[config.mk]
export PLATFORM = sky130hd
export DESIGN_NAME = mips_multicycle_core
export DESIGN_NICKNAME = d
export VERILOG_FILES = /design/src/rtl/mips_multicycle_core.sv
export SDC_FILE = /design/constraint.sdc
export NUM_CORES = 2
export LEC_CHECK = 0
export BUFFER_PORTS_ARGS = -buffer_cell sky130_fd_sc_hd__buf_2
export CAP_MARGIN = 30
export CORE_AREA = 2 2 394 396
export DETAILED_ROUTE_END_ITERATION = 6
export DIE_AREA = 0 0 396 398
export GPL_TIMING_DRIVEN = 1
export PLACE_DENSITY = 0.66
export SETUP_SLACK_MARGIN = 0.5
export SYNTH_ARGS = -nofsm -noshare
export SYNTH_HDL_FRONTEND = slang
export SYNTH_SLANG_ARGS = --single-unit
[constraint.sdc]
create_clock -name clk -period 4.1 [get_ports clk]
set_input_delay 0.41 -clock clk [delete_from_list [all_inputs] [get_ports clk]]
set_output_delay 0.41 -clock clk [all_outputs]
set_load 0.02 [all_outputs]
[src/rtl/mips_multicycle_core.sv]
// Multicycle MIPS-subset core: datapath, control FSM, req/ready memory port,
// start/halt protocol, retired-instruction counter and debug register read port.
module mips_multicycle_core #(
    parameter int ADDR_WIDTH = 16,
    parameter int DATA_WIDTH = 32,
    parameter int CNT_WIDTH  = 32
) (
    input  logic                  clk,
    input  logic                  rst,
    input  logic                  start,
    input  logic [ADDR_WIDTH-1:0] start_addr,
    output logic                  mem_req,
    output logic                  mem_we,
    output logic [ADDR_WIDTH-1:0] mem_addr,
    output logic [DATA_WIDTH-1:0] mem_wdata,
    input  logic [DATA_WIDTH-1:0] mem_rdata,
    input  logic                  mem_ready,
    output logic                  busy,
    output logic                  halted,
    output logic [ADDR_WIDTH-1:0] pc_out,
    output logic [CNT_WIDTH-1:0]  retire_cnt,
    input  logic [4:0]            dbg_raddr,
    output logic [DATA_WIDTH-1:0] dbg_rdata
);
    localparam int DW = DATA_WIDTH;

    typedef enum logic [3:0] {
        S_IDLE, S_FETCH, S_DECODE, S_MEMADR, S_MEMRD, S_MEMWB, S_MEMWR,
        S_EXEC, S_ALUWB, S_IMMEX, S_IMMWB, S_BRANCH, S_JUMP, S_HALT
    } state_t;

    state_t                state_q;
    logic [ADDR_WIDTH-1:0] pc_q;
    logic [DW-1:0]         ir_q, a_q, b_q, alu_q, mdr_q;
    logic [DW-1:0]         rf_q [32];
    logic [CNT_WIDTH-1:0]  cnt_q;

    logic [5:0]    op, funct;
    logic [4:0]    rs, rt, rd;
    logic [DW-1:0] simm, zimm, alu_d;
    logic          fn_ok_d;

    assign op    = ir_q[31:26];
    assign rs    = ir_q[25:21];
    assign rt    = ir_q[20:16];
    assign rd    = ir_q[15:11];
    assign funct = ir_q[5:0];
    assign simm  = {{(DW-16){ir_q[15]}}, ir_q[15:0]};
    assign zimm  = {{(DW-16){1'b0}}, ir_q[15:0]};

    always_comb begin
        alu_d   = '0;
        fn_ok_d = 1'b1;
        case (funct)
            6'b100000: alu_d = a_q + b_q;
            6'b100010: alu_d = a_q - b_q;
            6'b100100: alu_d = a_q & b_q;
            6'b100101: alu_d = a_q | b_q;
            6'b101010: alu_d = {{(DW-1){1'b0}}, $signed(a_q) < $signed(b_q)};
            default:   fn_ok_d = 1'b0;
        endcase
    end

    // Address/data come straight from registers, so they hold through waits.
    assign mem_req    = (state_q == S_FETCH) || (state_q == S_MEMRD) ||
                        (state_q == S_MEMWR);
    assign mem_we     = (state_q == S_MEMWR);
    assign mem_addr   = (state_q == S_FETCH) ? pc_q : alu_q[ADDR_WIDTH-1:0];
    assign mem_wdata  = b_q;
    assign busy       = (state_q != S_IDLE) && (state_q != S_HALT);
    assign halted     = (state_q == S_HALT);
    assign pc_out     = pc_q;
    assign retire_cnt = cnt_q;
    assign dbg_rdata  = (dbg_raddr == 5'd0) ? '0 : rf_q[dbg_raddr];

    always_ff @(posedge clk) begin
        if (rst) begin
            state_q <= S_IDLE;
            pc_q    <= '0;
            ir_q    <= '0;
            a_q     <= '0;
            b_q     <= '0;
            alu_q   <= '0;
            mdr_q   <= '0;
            cnt_q   <= '0;
            for (int i = 0; i < 32; i++) rf_q[i] <= '0;
        end else begin
            case (state_q)
                S_IDLE: if (start) begin
                    pc_q    <= start_addr;
                    state_q <= S_FETCH;
                end
                S_FETCH: if (mem_ready) begin
                    ir_q    <= mem_rdata;
                    pc_q    <= pc_q + ADDR_WIDTH'(4);
                    state_q <= S_DECODE;
                end
                S_DECODE: begin
                    a_q   <= rf_q[rs];
                    b_q   <= rf_q[rt];
                    alu_q <= DW'(pc_q) + (simm << 2);
                    case (op)
                        6'b000000:            state_q <= S_EXEC;
                        6'b100011, 6'b101011: state_q <= S_MEMADR;
                        6'b001000, 6'b001101: state_q <= S_IMMEX;
                        6'b000100:            state_q <= S_BRANCH;
                        6'b000010:            state_q <= S_JUMP;
                        default:              state_q <= S_HALT;
                    endcase
                end
                S_EXEC: begin
                    alu_q   <= alu_d;
                    state_q <= fn_ok_d ? S_ALUWB : S_HALT;
                end
                S_ALUWB: begin
                    if (rd != 5'd0) rf_q[rd] <= alu_q;
                    cnt_q   <= cnt_q + CNT_WIDTH'(1);
                    state_q <= S_FETCH;
                end
                // op[3] separates sw (101011) from lw (100011)
                S_MEMADR: begin
                    alu_q   <= a_q + simm;
                    state_q <= op[3] ? S_MEMWR : S_MEMRD;
                end
                S_MEMRD: if (mem_ready) begin
                    mdr_q   <= mem_rdata;
                    state_q <= S_MEMWB;
                end
                S_MEMWB: begin
                    if (rt != 5'd0) rf_q[rt] <= mdr_q;
                    cnt_q   <= cnt_q + CNT_WIDTH'(1);
                    state_q <= S_FETCH;
                end
                S_MEMWR: if (mem_ready) begin
                    cnt_q   <= cnt_q + CNT_WIDTH'(1);
                    state_q <= S_FETCH;
                end
                S_IMMEX: begin
                    alu_q   <= op[0] ? (a_q | zimm) : (a_q + simm);
                    state_q <= S_IMMWB;
                end
                S_IMMWB: begin
                    if (rt != 5'd0) rf_q[rt] <= alu_q;
                    cnt_q   <= cnt_q + CNT_WIDTH'(1);
                    state_q <= S_FETCH;
                end
                S_BRANCH: begin
                    if (a_q == b_q) pc_q <= alu_q[ADDR_WIDTH-1:0];
                    cnt_q   <= cnt_q + CNT_WIDTH'(1);
                    state_q <= S_FETCH;
                end
                S_JUMP: begin
                    pc_q    <= ADDR_WIDTH'({ir_q[25:0], 2'b00});
                    cnt_q   <= cnt_q + CNT_WIDTH'(1);
                    state_q <= S_FETCH;
                end
                S_HALT:  state_q <= S_HALT;
                default: state_q <= S_IDLE;
            endcase
        end
    end
endmodule

# Word-level counts from Yosys, hierarchy flattened
# Memory sizes are Yosys's and may differ from the RTL's. A register that Yosys moved wholly into a read port is not among the register bits.
# Cells that the tools add are included.
# totals
register_bits	148
latchBits	0
mem_bits_rw	1024
rom_bits	0
inputBits	57
output_inout_bits	132
wordCells	112
memories	1
# memory_table
name	words	width	read_ports	rd_ports_with_merged_regs	wr	line	text
rf_q	32	32	3	2	32	35	logic [DW-1:0] rf_q [32];
# op_classes
add_sub_neg	6
multipliers	0
div_mod_pow	0
magnitude_cmp	1
n_eq_ne	31
n_shift	0
n_mux	40
n_bitwise	4
reduce_logical	23
# op_table
operator	count
32-bit two-way mux	6
32-bit one-hot mux with 5 select lines	1
32-bit one-hot mux with 4 select lines	1
32-bit adder	2
16-bit two-way mux	4
16-bit one-hot mux with 4 select lines	1
32-bit one-hot mux with 2 select lines	1
32-bit OR reduction	2
6-bit == test (second input constant)	7
4-bit one-hot mux with 10 select lines	1
32-bit by 1-bit adder with 32-bit output (second input constant)	1
32-bit bitwise AND	1
32-bit == test	1
32-bit less-than comparator	1
32-bit by 16-bit bitwise OR with 32-bit output	1
32-bit bitwise OR	1
32-bit subtractor	1
4-bit == test (second input constant)	6
4-bit one-hot mux with 5 select lines	1
17-bit by 18-bit adder with 19-bit output	1
16-bit by 3-bit adder with 16-bit output (second input constant)	1
4-bit by 3-bit == test with 1-bit output (second input constant)	4
1-bit two-way mux	16
4-bit two-way mux	4
24 further kinds	39

# Longest topological paths before layout
# depth
word_depth	8
ltp_mapped	13
depth_no_buf	13

# Worst setup path before layout
# No wires, ideal clock.
# synth_path
path_kind	flip-flop to flip-flop
from	reg b_q[10] (netlist: mem_wdata[10]) (read register of rf_q)
to	reg alu_q[25]
setup_time_ns	0.119
t_arrival_ns	3.325
path_slack_ns	0.656
stages_incl_launch_ff	13
path_cell_list	dfxtp_1 inv_1 ha_1 or4_1 nor3_2 o21ai_2 a41oi_2 a41oi_2 o21ba_2 o21a_1 a221o_1 a221o_1 o221a_1
# synth_between
elab_chain_cells	3
word_cells_on_any_way	4
cone_classes	2 x add/sub; 2 x mux
# synth_rtl
item	line	text
start, declared	34	logic [DW-1:0] ir_q, a_q, b_q, alu_q, mdr_q;
32-bit subtractor or 32-bit adder (tied branches)	56, 55	
32-bit one-hot mux with 5 select lines *	54	case (funct)
32-bit one-hot mux with 4 select lines *	88	case (state_q)
end signal, assigned	101	alu_q <= DW'(pc_q) + (simm << 2);
end signal, assigned	112	alu_q <= alu_d;
end signal, assigned	122	alu_q <= a_q + simm;
end, declared	34	
# Every way passes the cells marked *; elsewhere a longest branch is shown, timed or not.
# A chain may end at the register's enable or synchronous reset.

# Final worst setup path
# layout_path
from	reg a_q[0] (read register of rf_q)
to	reg alu_q[26]
# layout_between
elab_chain_cells	3
word_cells_on_any_way	6
cone_classes	3 x add/sub; 3 x mux
# layout_rtl
item	line	text
start, declared	34	
32-bit subtractor, or another cell as far along	56	6'b100010: alu_d = a_q - b_q;
32-bit one-hot mux with 5 select lines or 32-bit two-way mux (tied branches)	54, 139	
32-bit one-hot mux with 4 select lines *	88	
# Marked as above.

==> flow_metrics.py <==
metrics = {
    "status": {
        "run_status": "complete, but fails checks",
        "failed_checks": "design-rule violations",
    },
    "clock_network": {
        "cts_inserted_buffers": 140,
        "ctsLongestPathBuffers": 3,
        "cts_tree": "built",
        "h_tree_level_count": 4,
        "cts_num_sinks": 1236,
        "cts-root-buf": "sky130_fd_sc_hd__clkbuf_16",
        "clkLatencyLatePin_ns": 0.80,
        "clk_pin_slew_worst_paths_ns": 0.07,
    },
    "worst_setup_path": {
        "crit_path_end_kind": "flip-flop",
        "critical_path_arrival_ns": 4.22,
        "library_cell_appearing_most_often_on_the_critical_path": "sky130_fd_sc_hd__buf_4",
        "critical_path_required_ns": 4.74,
        "crit_path_cell_trace": "ha_1 > fa_1 > a211oi_1 > buf_4 > o211ai_1 > nand2_1 > o21ai_1 > buf_4 > o41ai_4 > a21oi_2 > a41oi_2 > mux2i_1 > a221oi_1 > nor3_1",
        "timing.critical_path.from_type": "flip-flop",
        "crit-reg2reg-capture": "alu_q[26]",
        "critPathSlowestCell": "sky130_fd_sc_hd__fa_1",
        "critical_path_class": "reg2reg",
        "cpPeakStageDelay_ns": 0.46,
        "reg2regPathDepth": 14,
        "crit-reg2reg-launch": "a_q[0]",
        "timing.critical_path.fanout_max": 4,
        "reg2reg_slack_ns": 0.51,
    },
    "cells_and_area": {
        "finalNetCount": 6385,
        "multi_input_area_sq_mm": 0.0395,
        "register_area_sq_mm": 0.0350,
        "drive_above_1_share_pct": 30.3,
        "finish.instance_area_sq_mm": 0.0874,
        "fill_cells": 12100,
        "area_growth_syn_to_layout_pct": 14.6,
    },
    "timing": {
        "setup_repair_after_global_routing_missed_its_margin": "true",
        "setup_total_negative_slack_ns": 0,
        "report.final.slew_viol_count": 0,
        "fin_skew_ns": 0.0308,
        "worst_setup_margin_ns": 0.513,
        "finalHoldViolations": 0,
        "period_needed_ns": 3.59,
        "relSlewSlack_pct": 26.7,
        "setup-violations-final": 0,
        "worstMarginPinSlew_ns": 1.10,
        "timing.fmax_mhz": 279,
        "share_of_the_clock_period_used_by_the_worst_path_pct": 87.5,
    },
    "routing": {
        "detail_route.wirelength_microns": 286000,
        "drt_iter0_markers": 9445,
        "drt.antenna.violating_nets": 0,
        "wl_per_cell_microns": 34.4,
        "detail_route.first_pass.iterations": 7,
        "drt-vias-per-instance": 7.04,
        "vias": 58500,
        "route.detailed.drc": 3,
    },
    "placed_design": {
        "gp_routability_congestion": 0.993,
        "detailed_place.area_sq_mm": 0.0820,
        "port_buffers": 188,
        "place_ws_ns": 0.194,
        "hpwl_microns": 186000,
    },
    "hold_path": {
        "min_path_cells": 5,
        "hold_path_startpoint": "start_addr[15]",
        "min_delay_worst_endpoint": "pc_out[15]",
        "min_path_type": "in2reg",
    },
    "die": {
        "core_sq_mm": 0.153,
        "initial_utilization_pct": 49.7,
        "die-area_sq_mm": 0.158,
        "fp.dieW_microns": 396,
        "placement_rows": 144,
        "design.portCount": 189,
        "die_h_microns": 398,
    },
    "grt": {
        "antenna_found_initial": 13,
        "globalRoute.totalOverflow": 0,
        "grt_pass1_vias": 57200,
        "global_routing_usage_summed_across_all_routing_layers_pct": 36.1,
        "grt_start_max_net_pins": 138,
        "grt_first_pass_wirelength_microns": 406000,
    },
    "power_and_ir_drop": {
        "pwr_density_cell_mw_per_mm2": 488,
        "vdd_ir_drop_max_mv": 0.336,
        "cellLeakagePower_nw": 29.0,
    },
    "synth": {
        "yosys_warnings": 0,
        "synth.ff_latch_count": 1236,
        "synthCells": 5950,
        "syn-cell-area_sq_mm": 0.0763,
        "synth_top_flop_cell": "sky130_fd_sc_hd__edfxtp_1",
        "synth.lib_cells_used.distinct": 82,
        "synth_area_per_cell_sq_um": 12.8,
        "number_of_flops_mapped_to_enable_cells_by_yosys": 1024,
        "ys_async_sr_fraction_pct": 0,
        "share_of_synthesized_area_occupied_by_flip_flops_and_latches_pct": 45.9,
    },
    "run": {
        "cap_violations": 0,
    },
}
[cells in the mapped netlist (21+ instances only)]
library cell | instances | area share, %
sky130_fd_sc_hd__nor2_1 | 1289 | 6.3
sky130_fd_sc_hd__edfxtp_1 | 1024 | 40
sky130_fd_sc_hd__mux4_2 | 960 | 28
sky130_fd_sc_hd__clkbuf_1 | 466 | 2.3
sky130_fd_sc_hd__nand2_1 | 367 | 1.8
sky130_fd_sc_hd__a21oi_1 | 220 | 1.4
sky130_fd_sc_hd__dfxtp_1 | 212 | 5.6
sky130_fd_sc_hd__ha_1 | 171 | 2.8
sky130_fd_sc_hd__mux2i_1 | 140 | 1.8
sky130_fd_sc_hd__inv_1 | 130 | 0.64
sky130_fd_sc_hd__o21ai_0 | 123 | 0.81
sky130_fd_sc_hd__buf_1 | 95 | 0.47
sky130_fd_sc_hd__a211oi_1 | 90 | 0.89
sky130_fd_sc_hd__xnor2_1 | 57 | 0.65
sky130_fd_sc_hd__nand3_1 | 51 | 0.33
sky130_fd_sc_hd__a21o_1 | 50 | 0.49
sky130_fd_sc_hd__nor3_1 | 50 | 0.33
sky130_fd_sc_hd__xor2_1 | 26 | 0.30
sky130_fd_sc_hd__a221oi_1 | 25 | 0.29
sky130_fd_sc_hd__nor2b_1 | 25 | 0.21
sky130_fd_sc_hd__o21bai_1 | 25 | 0.25
sky130_fd_sc_hd__a31oi_1 | 22 | 0.18
sky130_fd_sc_hd__nor4_1 | 21 | 0.17
[sequential cells by signal, indices dropped and copies added, names as in the netlist]
register	flops
rf_q	1024
a_q	32
retire_cnt	32
alu_q	32
mdr_q	32
state_q	4
pc_out	16
mem_wdata	32
ir_q	32
[layout by cell type, fill, tap and decap left out, types with 108 or more instances in the layout]
master and instances:
sky130_fd_sc_hd__mux2i_1 108, sky130_fd_sc_hd__nor2_1 1285, sky130_fd_sc_hd__dfxtp_1 188, sky130_fd_sc_hd__ha_1 163, sky130_fd_sc_hd__a21oi_1 214, sky130_fd_sc_hd__buf_2 182, sky130_fd_sc_hd__mux4_2 960, sky130_fd_sc_hd__edfxtp_1 1024
sky130_fd_sc_hd__o21ai_0 119, sky130_fd_sc_hd__nand2_1 304, sky130_fd_sc_hd__buf_4 272, sky130_fd_sc_hd__clkbuf_16 146, sky130_fd_sc_hd__inv_1 130
[worst max-delay path, delay by kind of cell (launching register included)]
family | cells | cell delay [ns]
AO/OA/AOI/OAI | 7 | 1.65
adder cells (fa/ha/maj) | 2 | 0.71
buffers and inverters | 2 | 0.34
flip-flops | 1 | 0.34
multiplexers | 1 | 0.13
AND/OR/NAND/NOR | 2 | 0.23
[power breakdown]
part	leakage [nW]	internal [mW]	total, mW	switching (mW)
Combinational	14.5	5.93	14.7	8.75
Sequential	12.3	14.3	15.3	0.964
Clock	2.20	7.27	12.7	5.38
[metal layers]
metal | up-vias | GRT usage [%] | part of all wire [%]
met5 | - | 0 | 0.036
met4 | 16 | 21.6 | 7.5
met3 | 1202 | 10.3 | 14
met2 | 4807 | 57.2 | 47
met1 | 29100 | 44.1 | 32
li1 | 23300 | - | -
[how the worst max path moves through the flow]
stage / endpoint / cells past startpoint / from
finish: alu_q[26] / 14 / a_q[0]
global route: alu_q[26] / 14 / a_q[0]
CTS: alu_q[29] / 13 / mem_wdata[5]
detailed placement: alu_q[29] / 13 / a_q[10]
floorplan: alu_q[25] / 12 / mem_wdata[10]
global placement: alu_q[26] / 14 / a_q[0]
[area by class of cell]
class,count,share of cell area (%)
Sequential cell,1236,40.1
Multi-Input combinational cell,4049,45.2
Inverter,131,0.563
Antenna cell,3,0.00859
Timing Repair Buffer,595,6.00
Clock buffer,174,4.34
Tap cell,2044,2.93
Clock inverter,84,0.853
[cell families (layout without fill, tap and decap cells)]
| logic type | count (synthesis) | count (layout) | synth area share, % |
|---|---|---|---|
| AND/OR/NAND/NOR | 1909 | 1909 | 10.1 |
| flip-flops | 1236 | 1236 | 45.9 |
| multiplexers | 1101 | 1101 | 30.2 |
| AO/OA/AOI/OAI | 749 | 749 | 6.48 |
| buffers and inverters | 696 | 984 | 3.43 |
| adder cells (fa/ha/maj) | 175 | 175 | 2.91 |
| XOR/XNOR | 83 | 83 | 0.953 |
| other | 1 | 35 | 0.00492 |
[through the flow]
| stage | instances | total power, mW | hold WS, ns | utilization (%) |
|---|---|---|---|---|
| after floorplan | 5981 | 24.2 | 0.436 | - |
| after global placement | 7998 | 29.1 | 0.452 | 53.4 |
| after detailed placement | 7999 | 29.3 | 0.462 | 53.4 |
| after CTS | 8306 | 41.9 | 0.00335 | 56.8 |
| after global routing | 8313 | 43.9 | 0.0847 | 57.0 |
| final | 8316 | 42.6 | 0.0474 | 57.0 |
[what timing repair did]
item / CTS / global route
pin swaps: 2 / 7
gates resized for setup: 15 / 59
hold buffers: 48 / 0
hold endpoints to repair: 80 / 0
buffers inserted: 1 / 4
setup endpoints to repair: 26 / 465
Note: power is estimated with default switching activity, not from simulation.
